<file path="config.mk">
export PLATFORM = sky130hd
export DESIGN_NAME = irs3b_readout_address_receiver
export DESIGN_NICKNAME = d
export VERILOG_FILES = /design/src/rtl/irs3b_pkg.sv /design/src/rtl/irs_input_sync.sv /design/src/rtl/irs3b_readout_address_receiver.sv
export SDC_FILE = /design/constraint.sdc
export NUM_CORES = 1
export LEC_CHECK = 0
export BUFFER_PORTS_ARGS = -buffer_cell sky130_fd_sc_hd__buf_4
export CELL_PAD_IN_SITES_DETAIL_PLACEMENT = 0
export CELL_PAD_IN_SITES_GLOBAL_PLACEMENT = 1
export CORE_AREA = 2 2 74 76
export DETAILED_ROUTE_END_ITERATION = 12
export DIE_AREA = 0 0 76 78
export PLACE_DENSITY_LB_ADDON = 0.08
export SYNTH_ARGS = -nofsm -noshare
export SYNTH_HDL_FRONTEND = slang
export SYNTH_SLANG_ARGS = --single-unit
</file>
<file path="constraint.sdc">
create_clock -name clk_i -period 3.76 [get_ports clk_i]
set_input_delay 0.752 -clock clk_i [delete_from_list [all_inputs] [get_ports clk_i]]
set_output_delay 0.752 -clock clk_i [all_outputs]
set_load 0.1 [all_outputs]
</file>
<file path="src/rtl/irs3b_pkg.sv">
// Shared widths, FSM encoding and test-pattern packing for the IRS3B
// readout-address receiver.
package irs3b_pkg;

    localparam int IRS_ADDR_W = 9;
    localparam int IRS_CH_W   = 3;
    localparam int IRS_SMP_W  = 6;
    localparam int IRS_DAT_W  = 12;

    typedef enum logic [1:0] {
        ST_IDLE   = 2'd0,
        ST_SHIFT  = 2'd1,
        ST_SETTLE = 2'd2
    } irs_state_t;

    // Test-pattern word: {spare 0, stack id, address}.
    function automatic logic [IRS_DAT_W-1:0] irs_pack_pattern(
        input logic [1:0]            stack,
        input logic [IRS_ADDR_W-1:0] addr
    );
        return {1'b0, stack, addr};
    endfunction

endpackage

</file>
<file path="src/rtl/irs_input_sync.sv">
// SYNC_STAGES-deep synchroniser for one IRS3B serial-interface line, followed
// by a history flop for rise/fall detection. SYNC_STAGES=0 bypasses the chain.
module irs_input_sync #(
    parameter int SYNC_STAGES = 2
) (
    input  logic clk_i,
    input  logic rst_i,
    input  logic d_i,
    output logic sync_o,
    output logic hist_o,
    output logic rise_o,
    output logic fall_o
);

    generate
        if (SYNC_STAGES == 0) begin : g_bypass
            assign sync_o = d_i;
        end else begin : g_sync
            logic [SYNC_STAGES-1:0] chain_q;

            always_ff @(posedge clk_i or posedge rst_i) begin
                if (rst_i) begin
                    chain_q <= '0;
                end else begin
                    chain_q[0] <= d_i;
                    for (int i = 1; i < SYNC_STAGES; i++) begin
                        chain_q[i] <= chain_q[i-1];
                    end
                end
            end

            assign sync_o = chain_q[SYNC_STAGES-1];
        end
    endgenerate

    always_ff @(posedge clk_i or posedge rst_i) begin
        if (rst_i) begin
            hist_o <= 1'b0;
        end else begin
            hist_o <= sync_o;
        end
    end

    assign rise_o = sync_o & ~hist_o;
    assign fall_o = ~sync_o & hist_o;

endmodule

</file>
<file path="src/rtl/irs3b_readout_address_receiver.sv">
// Device-side IRS3B readout-address receiver: serial start-address load, DO_SCLK
// increment, settled test-pattern output. Optional shift-count check: IRS_RX_SHIFT_COUNT_CHECK_EN.
module irs3b_readout_address_receiver
    import irs3b_pkg::*;
#(
    parameter logic [1:0] STACK_NUMBER    = 2'b00,
    parameter int         SYNC_STAGES     = 2,
    parameter int         DATA_LATENCY    = 4,
    parameter int         EXPECTED_SHIFTS = 9
) (
    input  logic                  clk_i,
    input  logic                  rst_i,
    input  logic                  do_dir_i,
    input  logic                  do_sin_i,
    input  logic                  do_sclk_i,
    output logic [IRS_ADDR_W-1:0] addr_o,
    output logic [IRS_CH_W-1:0]   ch_o,
    output logic [IRS_SMP_W-1:0]  smp_o,
    output logic [IRS_DAT_W-1:0]  dat_o,
    output logic                  valid_o,
    output logic                  load_done_o,
`ifdef IRS_RX_SHIFT_COUNT_CHECK_EN
    output logic                  load_error_o,
`endif
    output logic                  busy_o
);

    localparam logic [3:0] CNT_LAST = 4'(DATA_LATENCY - 1);

    logic dir_s, dir_h, dir_rise, dir_fall;
    logic sin_s, sin_h, sin_rise, sin_fall;
    logic sclk_s, sclk_h, sclk_rise, sclk_fall;
    logic sync_unused;

    irs_input_sync #(.SYNC_STAGES(SYNC_STAGES)) u_sync_dir (
        .clk_i (clk_i), .rst_i (rst_i), .d_i (do_dir_i),
        .sync_o(dir_s), .hist_o(dir_h), .rise_o(dir_rise), .fall_o(dir_fall)
    );

    irs_input_sync #(.SYNC_STAGES(SYNC_STAGES)) u_sync_sin (
        .clk_i (clk_i), .rst_i (rst_i), .d_i (do_sin_i),
        .sync_o(sin_s), .hist_o(sin_h), .rise_o(sin_rise), .fall_o(sin_fall)
    );

    irs_input_sync #(.SYNC_STAGES(SYNC_STAGES)) u_sync_sclk (
        .clk_i (clk_i), .rst_i (rst_i), .d_i (do_sclk_i),
        .sync_o(sclk_s), .hist_o(sclk_h), .rise_o(sclk_rise), .fall_o(sclk_fall)
    );

    assign sync_unused = ^{dir_s, sin_h, sin_rise, sin_fall, sclk_s, sclk_h, sclk_fall};

    // DO_DIR is judged by its history flop, so a clock edge coincident with a
    // DIR transition acts in the mode that was in force before the transition.
    logic shift_ev, inc_ev, load_ok;
    assign shift_ev = sclk_rise & dir_h;
    assign inc_ev   = sclk_rise & ~dir_h;

    irs_state_t            state_q, state_d;
    logic [3:0]            cnt_q, cnt_d;
    logic [IRS_ADDR_W-1:0] sr_q, sr_d;
    logic [IRS_ADDR_W-1:0] addr_q, addr_d;
    logic                  valid_q, valid_d;
    logic                  load_done_q, load_done_d;

`ifdef IRS_RX_SHIFT_COUNT_CHECK_EN
    logic [3:0] shift_cnt_q, shift_cnt_d;
    logic       load_err_q;

    always_comb begin
        shift_cnt_d = shift_cnt_q;
        if (dir_rise) begin
            shift_cnt_d = '0;
        end else if (shift_ev && (shift_cnt_q != 4'hF)) begin
            shift_cnt_d = shift_cnt_q + 4'd1;
        end
    end

    // Count includes a shift coincident with the DIR fall, matching the sr
    // value that would be transferred.
    assign load_ok = (shift_cnt_d == 4'(EXPECTED_SHIFTS));

    always_ff @(posedge clk_i or posedge rst_i) begin
        if (rst_i) begin
            shift_cnt_q <= '0;
            load_err_q  <= 1'b0;
        end else begin
            shift_cnt_q <= shift_cnt_d;
            load_err_q  <= load_err_q | (dir_fall & ~load_ok);
        end
    end

    assign load_error_o = load_err_q;
`else
    logic [3:0] cfg_unused;
    assign cfg_unused = 4'(EXPECTED_SHIFTS);
    assign load_ok    = 1'b1;
`endif

    always_comb begin
        state_d     = state_q;
        cnt_d       = cnt_q;
        sr_d        = sr_q;
        addr_d      = addr_q;
        valid_d     = 1'b0;
        load_done_d = 1'b0;

        if (shift_ev) begin
            sr_d = {sin_s, sr_q[IRS_ADDR_W-1:1]};
        end
        if (inc_ev) begin
            addr_d = addr_q + 9'd1;
        end

        // Any new event supersedes a pending settle, so no valid is issued
        // for an address that has already been replaced.
        if (dir_fall) begin
            if (load_ok) begin
                addr_d      = sr_d;
                load_done_d = 1'b1;
                cnt_d       = '0;
                state_d     = ST_SETTLE;
            end else begin
                state_d     = ST_IDLE;
            end
        end else if (dir_rise) begin
            state_d = ST_SHIFT;
        end else if (inc_ev) begin
            cnt_d   = '0;
            state_d = ST_SETTLE;
        end else if (state_q == ST_SETTLE) begin
            if (cnt_q == CNT_LAST) begin
                valid_d = 1'b1;
                state_d = ST_IDLE;
            end else begin
                cnt_d = cnt_q + 4'd1;
            end
        end
    end

    always_ff @(posedge clk_i or posedge rst_i) begin
        if (rst_i) begin
            state_q     <= ST_IDLE;
            cnt_q       <= '0;
            sr_q        <= '0;
            addr_q      <= '0;
            valid_q     <= 1'b0;
            load_done_q <= 1'b0;
        end else begin
            state_q     <= state_d;
            cnt_q       <= cnt_d;
            sr_q        <= sr_d;
            addr_q      <= addr_d;
            valid_q     <= valid_d;
            load_done_q <= load_done_d;
        end
    end

    assign addr_o      = addr_q;
    assign ch_o        = addr_q[IRS_ADDR_W-1:IRS_SMP_W];
    assign smp_o       = addr_q[IRS_SMP_W-1:0];
    assign dat_o       = irs_pack_pattern(STACK_NUMBER, addr_q);
    assign valid_o     = valid_q;
    assign load_done_o = load_done_q;
    assign busy_o      = (state_q != ST_IDLE);

endmodule

</file>
-- After elaboration in Yosys (flattened, before gate mapping)
Index checks and enable logic that the tools add are counted.
- register bits: 34
- word-level logic and storage cells: 51
- input port bits: 5
- bitwise logic cells: 8
- add/sub/neg operators: 2
- reduce and logical (&&, ||, !) cells: 7
- equal/unequal tests: 4
- muxes and demuxes: 19
- operators by type and width (cell ; count):
    2-to-1 mux 9 bit ; 3
    2-to-1 mux 4 bit ; 5
    2-to-1 mux 2 bit ; 5
    adder 9 x 1 -> 9 bit, second input constant ; 1
    nonzero test 4 bit ; 2
    2-to-1 mux 1 bit ; 6
    AND 1 bit ; 5
    adder 4 x 1 -> 4 bit, second input constant ; 1
    == test 4 x 2 -> 1 bit, second input constant ; 1
    nonzero test 2 bit ; 2
    inequality test 3 bit, second input constant ; 1
    inverter 1 bit ; 3
    AND reduction 3 bit ; 1
    nonzero test 3 bit ; 1
    == test 2 bit, second input constant ; 1
    inequality test 2 x 1 -> 1 bit, second input constant ; 1
    AND reduction 2 bit ; 1

-- Logic depth before layout (Yosys ltp)
Gate-level depths: netlist of run 1.
- word-level depth: 6
- mapped depth: 7
- gate-level depth less buffers: 6

-- Modules after synthesis
A second synthesis of run 1 with hierarchy kept.
- cell total of the unflattened synthesis: 166
- area total of the unflattened synthesis: 1816.7 um^2
- by module, submodules not included (module ; instances ; cells each ; area an instance (um^2) ; seq. area each (um^2)):
    irs3b_readout_address_receiver ; 1 ; 148 ; 1535.2 ; 650.6
    irs_input_sync ; 3 ; 6 ; 93.8 ; 75.1

-- Worst setup path before layout of run 1
OpenSTA, ideal clock, no wires.
- kind: register to register
- start point: reg addr_q[0], in the netlist addr_o[0]
- end point: reg addr_q[8], in the netlist addr_o[8]
- path slack: 1.495 ns
- stages on the path, launching flop included: 6
- buffers on the path: 0
- required time: 3.636 ns
- arrival time: 2.141 ns
- setup time: 0.124 ns
- path through: dfrtp_1 ha_1 and4_1 nand4_1 a22o_1 a211o_1
- cells in the longest elaborated chain, start to end: 3
- ends and longest elaborated chain (element ; line ; RTL):
    start, declared ; irs3b_readout_address_receiver.sv:61 ; logic [IRS_ADDR_W-1:0] addr_q, addr_d;
    start signal, assigned ; irs3b_readout_address_receiver.sv:152 ; addr_q <= addr_d;
    adder 9 x 1 -> 9 bit ; irs3b_readout_address_receiver.sv:111 ; addr_d = addr_q + 9'd1;
    2-to-1 mux 9 bit ; irs3b_readout_address_receiver.sv:110 ; if (inc_ev) begin
    2-to-1 mux 9 bit ; irs3b_readout_address_receiver.sv:116 ; if (dir_fall) begin
Every way passes these cells. The select of a mux whose other input is x is not followed.
A chain may end at the register's enable or synchronous reset.

-- Worst setup path after layout of run 1
- start point: reg u_sync_dir.g_sync.chain_q[1]
- end point: reg addr_q[2], in the netlist addr_o[2]
- cells in the longest elaborated chain, start to end: 3
- elaborated cells on any way between the ends: 4
- ends and longest elaborated chain (element ; line ; RTL):
    start, declared ; irs_input_sync.sv:19 ; logic [SYNC_STAGES-1:0] chain_q;
    start signal, assigned by index ; irs_input_sync.sv:27 ; chain_q[i] <= chain_q[i-1];
    inverter 1 bit (*) ; irs_input_sync.sv:45 ; assign fall_o = ~sync_o & hist_o;
    AND 1 bit (*) ; irs_input_sync.sv:45 ;
    named net dir_fall ; irs3b_readout_address_receiver.sv:30 ; logic dir_s, dir_h, dir_rise, dir_fall;
    2-to-1 mux 9 bit / nonzero test 2 bit (equally long branches) ; -- ;
The timed path passes the listed nets; every way through them passes the cells marked *.

==> qor.txt, run 1 <==
vias in the first global route: 1115
XOR/XNOR Fraction of Synth Area: 0
final WL: 3600 um
Nets: 186
pre-CTS setup slack: 1.69 ns
clock tree root driver cell: clkbuf_8
Clk Latency, worst-skew pair: 0.28 ns
largest net degree at the start of global routing: 35
final worst setup slack: 1.69 ns
Final Hold Viols: 0
P&R area growth vs syn: 16.6%
Compound-Gate Fraction of Synth Area: 0.110
syn avg cell area: 11.0 sq um
initial DRC count: 37
CTS tree: built
CP Capture Type: register
startpoint types: register
Yosys warnings: 0
I/O Buffers: 34
ys async rst share: 1.00
mux cell area share after synthesis: 0.0808
Req. time, crit path: 3.98 ns
placed insts: 239
Peak Freq: 482 MHz
Final Max Tran Viols: 0
Top-Level Pins: 38
antenna cells: 0
Chip Width: 76 um
Slew HR: 0.474
fin cells: 247
Routed Antenna Nets: 0
Yosys reg bits: 34
Period Utilization, post-route: 0.551
Post-synth EDFFs: 0
Cell variety after synth: 44
Least-Margin Pin Slew: 0.789 ns
clock buffer depth: 2
die area: 5930 sq um
TritonCTS Buffers: 5
Pre-Repair DR Iteration Count: 4
post_cts resized: 0
cell taking the most area after synthesis: dfrtp_1
Core ar.: 5040 sq um
final core utilization: 0.401
DRC: 0
initial antenna violation count: 0
Overflow after GRT: 0
CP arrival: 2.29 ns
FP Rows: 26
Fill cells: 489
Via density: 4.87
RSZ-0062 raised after global routing: false
DPL Wire Length: 2570 um
layout cells sized above 1: 0.339
hold_buf cts: 0
HP Class: reg2reg
synthesized area: 1730 sq um
H-Tree Depth: 2
GRT Util Overall: 0.128
Setup Skew: 0.00447 ns
adder-cell share of the synthesized area: 0.0361
Mapped Cells: 157
clock-pin slew on the worst setup and hold paths: 0.07 ns
DR vias: 1203
first-pass GRT wire length: 5840 um
status: finished clean
Global Route met2 Usage: 0.201
clk sink count: 34
critical path class: reg2reg
top cells by area, synth: dfrtp_1, buf_4, mux2_2
grt met3 use: 0.0395
largest family of logic cells by synthesized area: simple AND/OR/NAND/NOR gates
initial core utilization: 0.344
share of the synthesized area in the top cell type: 0.491
sequential-to-total area share from yosys stat: 0.491
setup bufs post-CTS: 0
Synth Area in Simple Gates: 0.167
setup TNS after final layout: 0 ns
Placer Congestion: 0.792
Max Cap Viol: 0
Die H: 78 um
Top Usage Layer GRT: met2
average wire per standard cell: 14.6 um
post-route minimum period: 2.07 ns
Crit Path Max Fanout: 23
Setup-failing EPs final: 0
Top FF cell, synth: dfrtp_1
met1 Usage GRT: 0.165
[synth_stat cells (all sizes together) (2+ instances only)]
cell,count
ha,5
a311oi,2
a21oi,5
dfrtp,34
nand2b,2
nor4,2
nand3b,2
mux2,10
nor2,8
o31ai,2
mux2i,2
nand4,2
a221o,2
o2bb2ai,2
nand2,6
nor4b,2
nand3,10
o21ai,8
buf,25
or4,2
inv,5
or2,2
or3b,3
nor3b,2
o211ai,2
[final timing paths]
| check | from | endpoint | slack, ns | cells after the start |
|---|---|---|---|---|
| setup / recovery | u_sync_dir.g_sync.chain_q[1] | addr_o[2] | 1.69 | 5 |
| hold / removal | u_sync_sin.g_sync.chain_q[0] | u_sync_sin.g_sync.chain_q[1] | 0.35 | 0 |
| setup reg to reg | u_sync_dir.g_sync.chain_q[1] | addr_o[2] | 1.69 | 5 |
| hold reg to reg | u_sync_sin.g_sync.chain_q[0] | u_sync_sin.g_sync.chain_q[1] | 0.35 | 0 |
| max in group asynchronous | rst_i | addr_o[7] | 2.90 | 3 |
| min in group asynchronous | rst_i | valid_o | 0.56 | 3 |
[cell type report]
type                            count  area, sq um  share of cell area
Clock inverter                      3         40.0              0.0198
Sequential cell                    34          851               0.421
Clock buffer                        5         68.8              0.0340
Multi-Input combinational cell     95          693               0.343
Tap cell                           70         87.6              0.0433
Timing Repair Buffer               35          263               0.130
Inverter                            5         18.8             0.00928
[metal layers]
metal / vias to the layer above / share of wire
met3: 8 / 0.039
li1: 581 / -
met5: - / 0
met2: 28 / 0.46
met1: 586 / 0.48
met4: 0 / 0.017
[per-stage QoR]
stage               cell area (sq um)  hold WS [ns]
floorplan                        1740         0.331
global route                     2020         0.357
detailed placement               1910         0.336
CTS                              2020         0.352
global placement                 1910         0.347
finish                           2020         0.348
[sequential cells by signal, indices dropped and copies added (netlist names)]
name,cells
addr_o,9
cnt_q,4
load_done_o,1
sr_q,9
state_q,2
u_sync_dir.g_sync.chain_q,2
u_sync_dir.hist_o,1
u_sync_sclk.g_sync.chain_q,2
u_sync_sclk.hist_o,1
u_sync_sin.g_sync.chain_q,2
valid_o,1
[cell usage in the layout (no fill, tap or decap), types with 3 or more instances in the layout]
cell type,Yosys,final
a21oi_1,5,5
buf_4,22,35
clkbuf_8,0,5
conb_1,1,3
dfrtp_1,34,34
ha_1,5,5
inv_1,5,5
mux2_2,8,8
nand2_1,6,6
nand3_1,10,10
nor2_1,8,8
o21ai_0,3,3
o21ai_1,4,4
[critical path, cell delays in order, from the launching register on]
cell and delay (ns):
dfrtp_1 0.45, inv_1 0.10, ha_1 0.67, inv_1 0.28
nor2_1 0.30, a221o_1 0.21
[cell families after synthesis]
kind of cell    after synthesis
mux                          12
fa+ha+maj                     5
flops                        34
other cells                   1
simple gates                 48
compound gates               27
buf+inv                      30
Power of run 1 is left out: the tool's default activity adds up to more than one toggle a clock period on the data nets, which glitch-free logic cannot reach.
==> run 2: changes to the inputs <==
==> constraint.sdc (replaced) <==
create_clock -name clk_i -period 2.05 [get_ports clk_i]
set_input_delay 0.41 -clock clk_i [delete_from_list [all_inputs] [get_ports clk_i]]
set_output_delay 0.41 -clock clk_i [all_outputs]
set_load 0.1 [all_outputs]
==> qor.txt, run 2 (synthesis results as in run 1) <==
Setup Skew: 0.00855 ns (+0.00409 ns)
cell family with most CP delay: simple AND/OR/NAND/NOR gates
Overflow after GRT: 0 (unchanged)
Routed Antenna Nets: 0 (unchanged)
Least-Margin Pin Slew: 0.522 ns (-0.267 ns)
initial antenna violation count: 0 (unchanged)
antenna cells: 0 (unchanged)
CP arrival: 2.10 ns (-0.19 ns)
Buf/Inv on CP: 1 (-1)
average wire per standard cell: 14.1 um (-2.9%)
setup TNS after final layout: 0 ns (unchanged)
I/O Buffers: 34 (unchanged)
H-Tree Depth: 2 (unchanged)
Clk Latency, worst-skew pair: 0.28 ns (about the same)
Final Hold Viols: 0 (unchanged)
Via density: 4.94 (+1.4%)
Chip Width: 76 um (unchanged)
post-route minimum period: 1.91 ns (-0.161 ns)
CP cell instances: inv_1 > ha_1 > or4b_1 > o211ai_2 > nand2_1 > o2bb2ai_1
setup bufs post-CTS: 0 (unchanged)
HP Class: in2async
Pre-Repair DR Iteration Count: 4 (unchanged)
clock-pin slew on the worst setup and hold paths: 0.07 ns (about the same)
status: finished clean
final WL: 3550 um (-1.4%)
Fill cells: 505 (+3.3%)
Core ar.: 5040 sq um (unchanged)
Req. time, crit path: 2.24 ns (-1.74 ns)
RSZ-0062 raised after global routing: false
critical path class: reg2reg
P&R area growth vs syn: 17.5%
Placer Congestion: 0.799 (+0.95%)
DR vias: 1240 (+3.1%)
layout cells sized above 1: 0.365 (+0.0257)
die area: 5930 sq um (unchanged)
startpoint types: register
CTS tree: built
CP Capture Type: register
TritonCTS Buffers: 5 (unchanged)
Slew HR: 0.652 (+0.178)
initial core utilization: 0.344 (unchanged)
most common cell after layout, fill and taps aside: buf_4
vias in the first global route: 1263 (+13%)
first-pass GRT wire length: 6020 um (+3.1%)
critical path's slowest cell: or4b_1
Die H: 78 um (unchanged)
DPL Wire Length: 2530 um (-1.7%)
Setup-failing EPs final: 0 (unchanged)
clock buffer depth: 2 (unchanged)
initial DRC count: 54 (+46%)
Top-Level Pins: 38 (unchanged)
Crit Path Max Fanout: 8 (-65%)
GRT Util Overall: 0.127 (-0.000372)
most frequent cells in the layout: buf_4, dfrtp_1, nand3_1
clock tree root driver cell: clkbuf_8
DRC: 0 (unchanged)
Final Max Tran Viols: 0 (unchanged)
Critical Path Max Stage Delay: 0.54 ns (-0.13 ns)
clk sink count: 34 (unchanged)
Peak Freq: 523 MHz (+8.4%)
Period Utilization, post-route: 0.933 (+0.381)
hold_buf cts: 0 (unchanged)
largest net degree at the start of global routing: 35 (unchanged)
post_cts resized: 0 (unchanged)
Nets: 190 (+2.2%)
FP Rows: 26 (unchanged)
Max Cap Viol: 0 (unchanged)
[run 2: cell types whose count changed in the layout (fill, tap and decap cells not counted), sizes merged]
cell	previous run	this run
buf	35	39
clkbuf	5	7
bufinv	1	0
clkinv	2	1
[run 2: through the flow]
| step | hold WS [ns] | util | area (sq um) | worst slack [ns] | std cells |
|---|---|---|---|---|---|
| finish | 0.224 | 0.404 | 2040 | 0.138 | 251 |
| global route | 0.221 | 0.404 | 2040 | 0.00722 | 251 |
| CTS | 0.222 | 0.404 | 2040 | 0.129 | 251 |
| detailed placement | 0.338 | 0.386 | 1950 | 0.132 | 243 |
| global placement | 0.335 | 0.386 | 1950 | 0.222 | 243 |
| floorplan | 0.331 | - | 1750 | 0.00762 | 159 |
[run 2: layer usage]
metal,GRT usage,wire length [um],vias to the layer above
li1,-,-,590
met1,0.170,1650,611
met2,0.197,1700,35
met3,0.0337,155,4
met4,0.0527,38,0
met5,0,0,-
[run 2: cell type report]
class	instances	area [sq um]	share of cell area
clock buffer	7	86.3	0.0424
clock inverter	1	5.00	0.00246
inverter	5	18.8	0.00921
multi-input combinational	95	693	0.340
sequential	34	855	0.419
tap	70	87.6	0.0430
timing repair buffer	39	293	0.144
[run 2: worst min-delay path: stages]
cell and delay (ns):
buf_4 0.10, inv_1 0.04, buf_4 0.37
[run 2: worst paths after layout]
| path | cells after the start | endpoint | slack (ns) | from |
|---|---|---|---|---|
| worst max register to register | 6 | cnt_q[3] | 0.14 | u_sync_dir.hist_o |
| min in group clk_i | 1 | u_sync_sclk.g_sync.chain_q[0] | 0.24 | do_sclk_i |
| worst min register to register | 0 | u_sync_dir.g_sync.chain_q[1] | 0.35 | u_sync_dir.g_sync.chain_q[0] |
| max in group asynchronous | 3 | addr_o[0] | 1.50 | rst_i |
| worst min-delay path | 3 | sr_q[1] | 0.22 | rst_i |
| worst max-delay path | 6 | cnt_q[3] | 0.14 | u_sync_dir.hist_o |
Power of run 2 is left out for the same reason.
